--- config.mk ---
export PLATFORM = sky130hd
export DESIGN_NAME = fft_result_serializer
export DESIGN_NICKNAME = d
export VERILOG_FILES = /design/src/rtl/fft_pkg.sv /design/src/rtl/fft_beat_fifo.sv /design/src/rtl/fft_result_serializer.sv
export SDC_FILE = /design/constraint.sdc
export NUM_CORES = 2
export LEC_CHECK = 0
export CAP_MARGIN = 20
export CORE_MARGIN = 3
export CORE_UTILIZATION = 63
export DETAILED_ROUTE_END_ITERATION = 6
export PLACE_DENSITY_LB_ADDON = 0.08
export SLEW_MARGIN = 20
export SYNTH_ARGS = -nofsm -noshare
export SYNTH_HDL_FRONTEND = slang
export SYNTH_SLANG_ARGS = --single-unit
--- constraint.sdc ---
create_clock -name clk -period 29 [get_ports clk]
set_input_delay 5.8 -clock clk [delete_from_list [all_inputs] [get_ports clk]]
set_output_delay 5.8 -clock clk [all_outputs]
set_load 0.01 [all_outputs]
--- src/rtl/fft_pkg.sv ---
// Shared widths, beat record and state encoding for the FFT result serializer.
package fft_pkg;

    localparam int DATA_W_DEF = 32;
    localparam int IDX_W_DEF  = 11;
    localparam int LANES      = 4;

    // One recover-stage beat: four lanes of complex samples for each of two columns.
    typedef struct packed {
        logic [LANES-1:0][DATA_W_DEF-1:0] c1_r;
        logic [LANES-1:0][DATA_W_DEF-1:0] c1_i;
        logic [LANES-1:0][DATA_W_DEF-1:0] c2_r;
        logic [LANES-1:0][DATA_W_DEF-1:0] c2_i;
        logic [IDX_W_DEF-1:0]             idx1;
        logic [IDX_W_DEF-1:0]             idx2;
    } beat_t;

    typedef enum logic {
        S_IDLE = 1'b0,
        S_SEND = 1'b1
    } ser_state_e;

endpackage

--- src/rtl/fft_beat_fifo.sv ---
// Synchronous beat FIFO; storage is not reset, pointers and count are.
module fft_beat_fifo #(
    parameter int W     = 8,
    parameter int DEPTH = 4
) (
    input  logic                     clk,
    input  logic                     rst_n,
    input  logic                     push_i,
    input  logic [W-1:0]             wdata_i,
    input  logic                     pop_i,
    output logic [W-1:0]             rdata_o,
    output logic                     full_o,
    output logic                     empty_o,
    output logic [$clog2(DEPTH):0]   count_o
);

    localparam int AW = $clog2(DEPTH);

    logic [W-1:0]  mem_q [DEPTH];
    logic [AW-1:0] wr_ptr_q, rd_ptr_q;
    logic [AW:0]   count_q, count_d;

    always_ff @(posedge clk) begin
        if (push_i) mem_q[wr_ptr_q] <= wdata_i;
    end

    always_comb begin
        count_d = count_q;
        case ({push_i, pop_i})
            2'b10:   count_d = count_q + 1'b1;
            2'b01:   count_d = count_q - 1'b1;
            default: count_d = count_q;
        endcase
    end

    // DEPTH is a power of two, so pointer overflow is the wrap.
    always_ff @(posedge clk or negedge rst_n) begin
        if (!rst_n) begin
            wr_ptr_q <= '0;
            rd_ptr_q <= '0;
            count_q  <= '0;
        end else begin
            if (push_i) wr_ptr_q <= wr_ptr_q + 1'b1;
            if (pop_i)  rd_ptr_q <= rd_ptr_q + 1'b1;
            count_q <= count_d;
        end
    end

    assign rdata_o = mem_q[rd_ptr_q];
    assign full_o  = (count_q == (AW+1)'(DEPTH));
    assign empty_o = (count_q == '0);
    assign count_o = count_q;

endmodule

--- src/rtl/fft_result_serializer.sv ---
// Serializes 8-sample FFT beats into one complex sample per handshake.
// Build option: FFT_SER_OVF_STICKY_EN makes overflow sticky until reset.
//   state  | meaning
//   S_IDLE | FIFO empty, out_valid low
//   S_SEND | head beat presented at lane_q, out_valid high
module fft_result_serializer
    import fft_pkg::*;
#(
    parameter int DATA_W = DATA_W_DEF,
    parameter int IDX_W  = IDX_W_DEF,
    parameter int DEPTH  = 4
) (
    input  logic                      clk,
    input  logic                      rst_n,
    input  logic                      in_valid,
    input  logic [4*DATA_W-1:0]       in_col1_r,
    input  logic [4*DATA_W-1:0]       in_col1_i,
    input  logic [4*DATA_W-1:0]       in_col2_r,
    input  logic [4*DATA_W-1:0]       in_col2_i,
    input  logic [IDX_W-1:0]          in_index_col1,
    input  logic [IDX_W-1:0]          in_index_col2,
    output logic                      out_valid,
    input  logic                      out_ready,
    output logic [DATA_W-1:0]         out_r,
    output logic [DATA_W-1:0]         out_i,
    output logic [IDX_W+1:0]          out_index,
    output logic                      out_last,
    output logic [$clog2(DEPTH):0]    fifo_count,
    output logic                      overflow
);

    localparam int CW = $clog2(DEPTH) + 1;

    ser_state_e state_q, state_d;
    logic [2:0] lane_q, lane_d;
    logic       ovf_q;
    beat_t      wr_beat, rd_beat;
    logic       fifo_full, fifo_empty;
    logic       fire, push, pop, drop;

    assign wr_beat.c1_r = in_col1_r;
    assign wr_beat.c1_i = in_col1_i;
    assign wr_beat.c2_r = in_col2_r;
    assign wr_beat.c2_i = in_col2_i;
    assign wr_beat.idx1 = in_index_col1;
    assign wr_beat.idx2 = in_index_col2;

    // A full FIFO still takes a beat when the head is leaving the same cycle.
    assign fire = (state_q == S_SEND) && out_ready;
    assign pop  = fire && (lane_q == 3'd7);
    assign push = in_valid && (!fifo_full || pop);
    assign drop = in_valid && fifo_full && !pop;

    fft_beat_fifo #(
        .W     ($bits(beat_t)),
        .DEPTH (DEPTH)
    ) u_fifo (
        .clk     (clk),
        .rst_n   (rst_n),
        .push_i  (push),
        .wdata_i (wr_beat),
        .pop_i   (pop),
        .rdata_o (rd_beat),
        .full_o  (fifo_full),
        .empty_o (fifo_empty),
        .count_o (fifo_count)
    );

    always_comb begin
        state_d = state_q;
        lane_d  = lane_q;
        case (state_q)
            S_IDLE: begin
                if (push || !fifo_empty) state_d = S_SEND;
            end
            S_SEND: begin
                if (fire) lane_d = lane_q + 3'd1;
                if (pop && (fifo_count == CW'(1)) && !push) state_d = S_IDLE;
            end
            default: state_d = S_IDLE;
        endcase
    end

    always_ff @(posedge clk or negedge rst_n) begin
        if (!rst_n) begin
            state_q <= S_IDLE;
            lane_q  <= 3'd0;
            ovf_q   <= 1'b0;
        end else begin
            state_q <= state_d;
            lane_q  <= lane_d;
`ifdef FFT_SER_OVF_STICKY_EN
            ovf_q   <= ovf_q | drop;
`else
            ovf_q   <= drop;
`endif
        end
    end

    // Outputs are gated by state so reset zeroes them without waiting for a clock.
    always_comb begin
        out_valid = 1'b0;
        out_r     = '0;
        out_i     = '0;
        out_index = '0;
        out_last  = 1'b0;
        if (state_q == S_SEND) begin
            out_valid = 1'b1;
            out_last  = (lane_q == 3'd7);
            if (lane_q[2]) begin
                out_r     = rd_beat.c2_r[lane_q[1:0]];
                out_i     = rd_beat.c2_i[lane_q[1:0]];
                out_index = {rd_beat.idx2, lane_q[1:0]};
            end else begin
                out_r     = rd_beat.c1_r[lane_q[1:0]];
                out_i     = rd_beat.c1_i[lane_q[1:0]];
                out_index = {rd_beat.idx1, lane_q[1:0]};
            end
        end
    end

    assign overflow = ovf_q;

endmodule

# Word level (Yosys, flattened, before mapping)
# Memories as Yosys holds them, arrays and structs flattened.
# Cells that the tools add are included.
[totals] input_bits=538 out_inout_bits=83 word_cells=57 ramBits=2136 mem_count=1 ff_bits=12
[memory_table] memory="u_fifo.mem_q" words=4 word_bits=534 read_ports=1 rd_ports_with_merged_regs=0 write_ports=1 line="fft_beat_fifo.sv:19" source="logic [W-1:0] mem_q [DEPTH];"
[op_classes] bitwise_logic=1 mux=22 add_sub_neg=5 order_cmp=1 n_eq_ne=5 n_reduce_logical=16
[op_table] operator="binary-select mux 32 bit (select 2 bit)" count=4
[op_table] operator="2-to-1 mux 32 bit" count=8
[op_table] operator="2-to-1 mux 13 bit" count=2
[op_table] operator="logical AND 1 bit" count=7
[op_table] operator="adder 3 x 1 -> 3 bit (second input constant)" count=2
[op_table] operator="== test 3 bit (second input constant)" count=2
[op_table] operator="2-to-1 mux 1 bit" count=6
[op_table] operator="case mux 3 bit (2 select lines)" count=1
[op_table] operator="adder 2 x 1 -> 2 bit (second input constant)" count=2
[op_table] operator="logical NOT 1 bit" count=4
[op_table] operator="== test 3 x 1 -> 1 bit (second input constant)" count=1
[op_table] operator="logical NOT 3 bit" count=1
[op_table] operator="less-than comparator 2 x 3 -> 1 bit (second input constant)" count=1
[op_table] operator="subtractor 3 x 1 -> 3 bit (second input constant)" count=1
[op_table] operator="== test 2 x 1 -> 1 bit (second input constant)" count=1
[op_table] operator="== test 2 bit (second input constant)" count=1
[op_table] operator="logical OR 1 bit" count=2
[op_table] operator="case mux 1 bit (2 select lines)" count=1
[op_table] operator="AND reduction 2 bit" count=1
[op_table] operator="nonzero test 2 bit" count=1
[op_table] operator="inverter 1 bit" count=1

# Longest topological paths before layout
[logic_depth] word_depth=8 depth_mapped=10

# Modules after synthesis
# A second synthesis with hierarchy kept.
[hier_totals] cells_unflattened=3174 hier_area_um2=81720.9
[by_module_without_submodules] module="fft_beat_fifo" area_each_um2=77267.9 cells_each=2827 seq_area_each_um2=64316.7 instances=1
[by_module_without_submodules] module="fft_result_serializer" area_each_um2=4453.0 cells_each=347 seq_area_each_um2=125.1 instances=1

# Worst setup path after synthesis
# No wires, ideal clock.
[synth_timing] path_type="input to register" startpoint="input port out_ready" endpoint="memory u_fifo.mem_q[0][0] (netlist name) (enable)" path_slack_ps=9701 t_arrival_ps=18330 stages=3 path_buffers=0 setup_time_ps=969 t_required_ps=28031 cell_sequence="nand2_1 > a31oi_1 > and2_1"
[synth_via] elab_chain_cells=6
[synth_rtl] element="from (decl)" line="fft_result_serializer.sv:23" source="input logic out_ready,"
[synth_rtl] element="logical AND 1 bit" line="fft_result_serializer.sv:49" source="assign fire = (state_q == S_SEND) && out_ready;"
[synth_rtl] element="logical AND 1 bit" line="fft_result_serializer.sv:50" source="assign pop = fire && (lane_q == 3'd7);"
[synth_rtl] element="logical OR 1 bit" line="fft_result_serializer.sv:51" source="assign push = in_valid && (!fifo_full || pop);"
[synth_rtl] element="logical AND 1 bit" line="fft_result_serializer.sv:51"
[synth_rtl] element="2-to-1 mux 1 bit" line="fft_beat_fifo.sv:24" source="if (push_i) mem_q[wr_ptr_q] <= wdata_i;"
[synth_rtl] element="2-to-1 mux 1 bit (not written as such)" line="fft_beat_fifo.sv:24"
[synth_rtl] element="to (decl)" line="fft_beat_fifo.sv:19"
# No other way between the ends.

# Worst setup path after layout
[layout_timing] startpoint="register u_fifo.rd_ptr_q[0]" endpoint="output port out_r[17]"
[layout_via] elab_chain_cells=5
[layout_rtl] element="from (decl)" line="fft_beat_fifo.sv:20" source="logic [AW-1:0] wr_ptr_q, rd_ptr_q;"
[layout_rtl] element="from (signal assigned)" line="fft_beat_fifo.sv:44" source="if (pop_i) rd_ptr_q <= rd_ptr_q + 1'b1;"
[layout_rtl] element="memory read (4 x 534 bit) *"
[layout_rtl] element="binary-select mux 32 bit (select 2 bit) (on tied branches)" line="fft_result_serializer.sv:115, fft_result_serializer.sv:111"
[layout_rtl] element="2-to-1 mux 32 bit (on tied branches)" line="fft_result_serializer.sv:115, fft_result_serializer.sv:111"
[layout_rtl] element="2-to-1 mux 32 bit *" line="fft_result_serializer.sv:110" source="if (lane_q[2]) begin"
[layout_rtl] element="2-to-1 mux 32 bit *" line="fft_result_serializer.sv:107" source="if (state_q == S_SEND) begin"
[layout_rtl] element="to (decl)" line="fft_result_serializer.sv:24" source="output logic [DATA_W-1:0] out_r,"
# Every way passes the cells marked *; elsewhere a longest branch is shown, timed or not. The select of a mux whose other input is x is not followed.

==> metrics <==
port bufs=620; top-area cell type share of the netlist area=78.64%; CTS root buf=clkbuf_16; largest net degree at the start of global routing=144; Cell Area, Placed=approximately 90000 um2; LEAKAGE=around 31 nW; DPL Wire Length=between 100000 and 150000 um; Initial Util=approximately 64%; Slowest-stage cell, CP=dfrtp_4; final hold vios=0; cell area after layout=between 90000 and 100000 um2; count leader, synth=edfxtp_1; clock sink count=2148; Post-Syn Area=a little over 80000 um2; Post-Place Cells=around 5.7k; pre-CTS WS=17.25 ns; syn avg cell area=23.70 um2; post-DR vias/cell=6.352; Non-Filler Instances=6093; Resize count post-CTS=0; initial antenna violation count=95; Worst Setup Slack, final=approximately 17 ns; Clk pin slew, worst setup/hold paths=roughly 0.06 ns; Max Fclk=81.26 MHz; FF+latch count, synth=2148; CP required=roughly 23 ns; crit path buf inv count=5; Synth Net Count=3990; FP Rows=about 130; endpoints failing setup=0; Final #Nets=~4.7k; CTS max path bufs=3; Max FO, Critical Path=95; Final Skew=between 0.02 and 0.03 ns; PD cells=a little over 100 nW/um2; yosys warns=0; total gr overflow=0; Hold Crit Class=flip-flop to flip-flop; routed wire length=about 190000 um; Routed Antenna Nets=0; Die W=about 370 um; top cells by area, synth=edfxtp_1 79%, mux4_2 14%, mux2i_1 1.1%; total negative slack=0 ns; utilization after layout=between 70% and 80%; Max-cap violations=0; Die Area=around 130000 um2; Top Ports=between 600 and 700; Period minus WS final=12.31 ns; TritonCTS clock tree=yes; Post-CTS Setup Bufs=0; P&R area growth vs syn=17.85%; Num CTS Buffers=just over 200; CP Launch Type=flip-flop; Synth cell types=42; DR DRC count=0; Critical Path, Cell by Cell=buf_12 -> buf_12 -> buf_4 -> buf_4 -> mux4_2 -> a211oi_1 -> nor4_1 -> clkdlybuf4s50_1; status=finished, final reports clean; Detailed Routing Iterations Pass 1=5; Async SR Flop Fraction=0.5587%; Synth area leader=edfxtp_1; # hold bufs at CTS=0; synth cell count leaders=2136 x edfxtp_1, 522 x mux4_2, 99 x o22ai_1, 88 x mux2i_1, 72 x clkbuf_1; Crit. End Element=output port; Most used DFF post-synth=edfxtp_1; CP arrival=6.51 ns; first-pass GRT wire length=between 200000 and 300000 um; Slew Viols, Final=0; Chip Height=365.8 um; Mapped Cells=between 3k and 4k; largest stage delay on the critical path=0.81 ns; number of synthesized flops with an enable pin=between 2k and 2.5k; Final period util=roughly 42%; Vias=between 30k and 40k; CP top delay family=buffers and inverters; Peak VDD IR=approximately 0.095 mV; Rel. slew slack=approximately a quarter; slew at the pin with the worst max-slew slack=approximately 1.1 ns; Final GP Congestion=around 0.80; RSZ-0062 raised after global routing=no; post-synthesis sequential area ratio=around four fifths; worst skew pair latency=0.82 ns; layout cells sized above 1=21.53%; Total Routing Usage GR=28.86%; wire per inst=approximately 31 um; vias in the first global route=40.34k; CORE AREA=roughly 130000 um2; Crit Path Class=flip-flop to output port; DRT iter0 DRCs=4130; H-tree depth=4
## per-stage QoR
stage	total power [mW]	hold WS [ns]
after detailed placement	7.458	0.5243
after global placement	7.416	0.5227
after global routing	10.30	0.5670
after floorplan	6.641	0.5340
after CTS	10.00	0.5362
final	9.903	0.5362
## sequential cells by signal, summed over array words and instances (netlist names)
name,cells
state_q,1
u_fifo.rd_ptr_q,2
u_fifo.count_o,3
overflow,1
u_fifo.wr_ptr_q,2
u_fifo.mem_q,2136
lane_q,3
## cells in the final DEF (no fill, tap or decap), drive strengths merged, types with 6 or more instances in the layout
cell type      instances
dfrtp                 12
a22o                  29
o221ai                10
nand2b                 6
a211oi                35
clkdlybuf4s50        620
mux2i                 88
edfxtp              2136
or2                    7
clkbuf               267
ha                    11
and2                  13
nand2                 13
bufinv                15
o22ai                 99
nor3                   6
o41ai                  7
a211o                 16
mux4                 522
inv                   11
diode                 64
mux2                  61
o21ai                 32
nor4                  29
buf                   54
nor2b                 42
nor2                  36
clkinv                83
a31oi                  7
## path summary, 6_finish.rpt
kind	endpoint	slack, ns	start	cells past startpoint
min in group asynchronous	state_q$_DFF_PN0_	5.42	rst_n	1
setup reg to reg	u_fifo.mem_q[2][350]$_DFFE_PP_	22.10	state_q$_DFF_PN0_	9
setup / recovery	out_r[17]	16.69	u_fifo.rd_ptr_q[0]$_DFFE_PN0N_	8
hold / removal	u_fifo.count_o[1]$_DFFE_PN0P_	0.54	u_fifo.count_o[1]$_DFFE_PN0P_	2
hold reg to reg	u_fifo.count_o[1]$_DFFE_PN0P_	0.54	u_fifo.count_o[1]$_DFFE_PN0P_	2
max in group asynchronous	lane_q[2]$_DFFE_PN0P_	23.04	rst_n	1
## metal layers
layer | track usage, % | share of wire [%] | vias up
li1 | - | - | 16310
met3 | 8.109 | 8.7 | 370
met5 | 0 | 0.18 | -
met1 | 37.88 | 37 | 20360
met2 | 46.82 | 51 | 1610
met4 | 10.93 | 3.6 | 54
## kinds of logic after synthesis
group,synth area share [%]
mux,16.34
xor+xnor,0.07517
fa+ha+maj,0.1687
simple gates,1.120
compound gates,2.082
flops,79.00
buf+inv,1.215
## tightest hold or removal path, stage by stage, from the launching register on
cell and delay (ns):
dfrtp_1 0.38, nand2_1 0.06, o21ai_0 0.06
## cell type report
class / count / area [um2]
repair buffers: 674 / 6749
diodes: 64 / 160.2
flip-flops and latches: 2148 / 64460
well taps: 1729 / 2163
inverters: 8 / 31.28
fillers: 6938 / 31890
clock buffers: 267 / 5510
clock inverters: 104 / 877.1
multi-input cells: 1099 / 16170
## power breakdown
| group | internal, mW | switching (mW) |
|---|---|---|
| Sequential | 4.11 | 0.190 |
| Clock | 1.46 | 1.08 |
| Combinational | 1.39 | 1.67 |
| Total | 6.96 | 2.94 |
(Power assumes the default switching activity.)
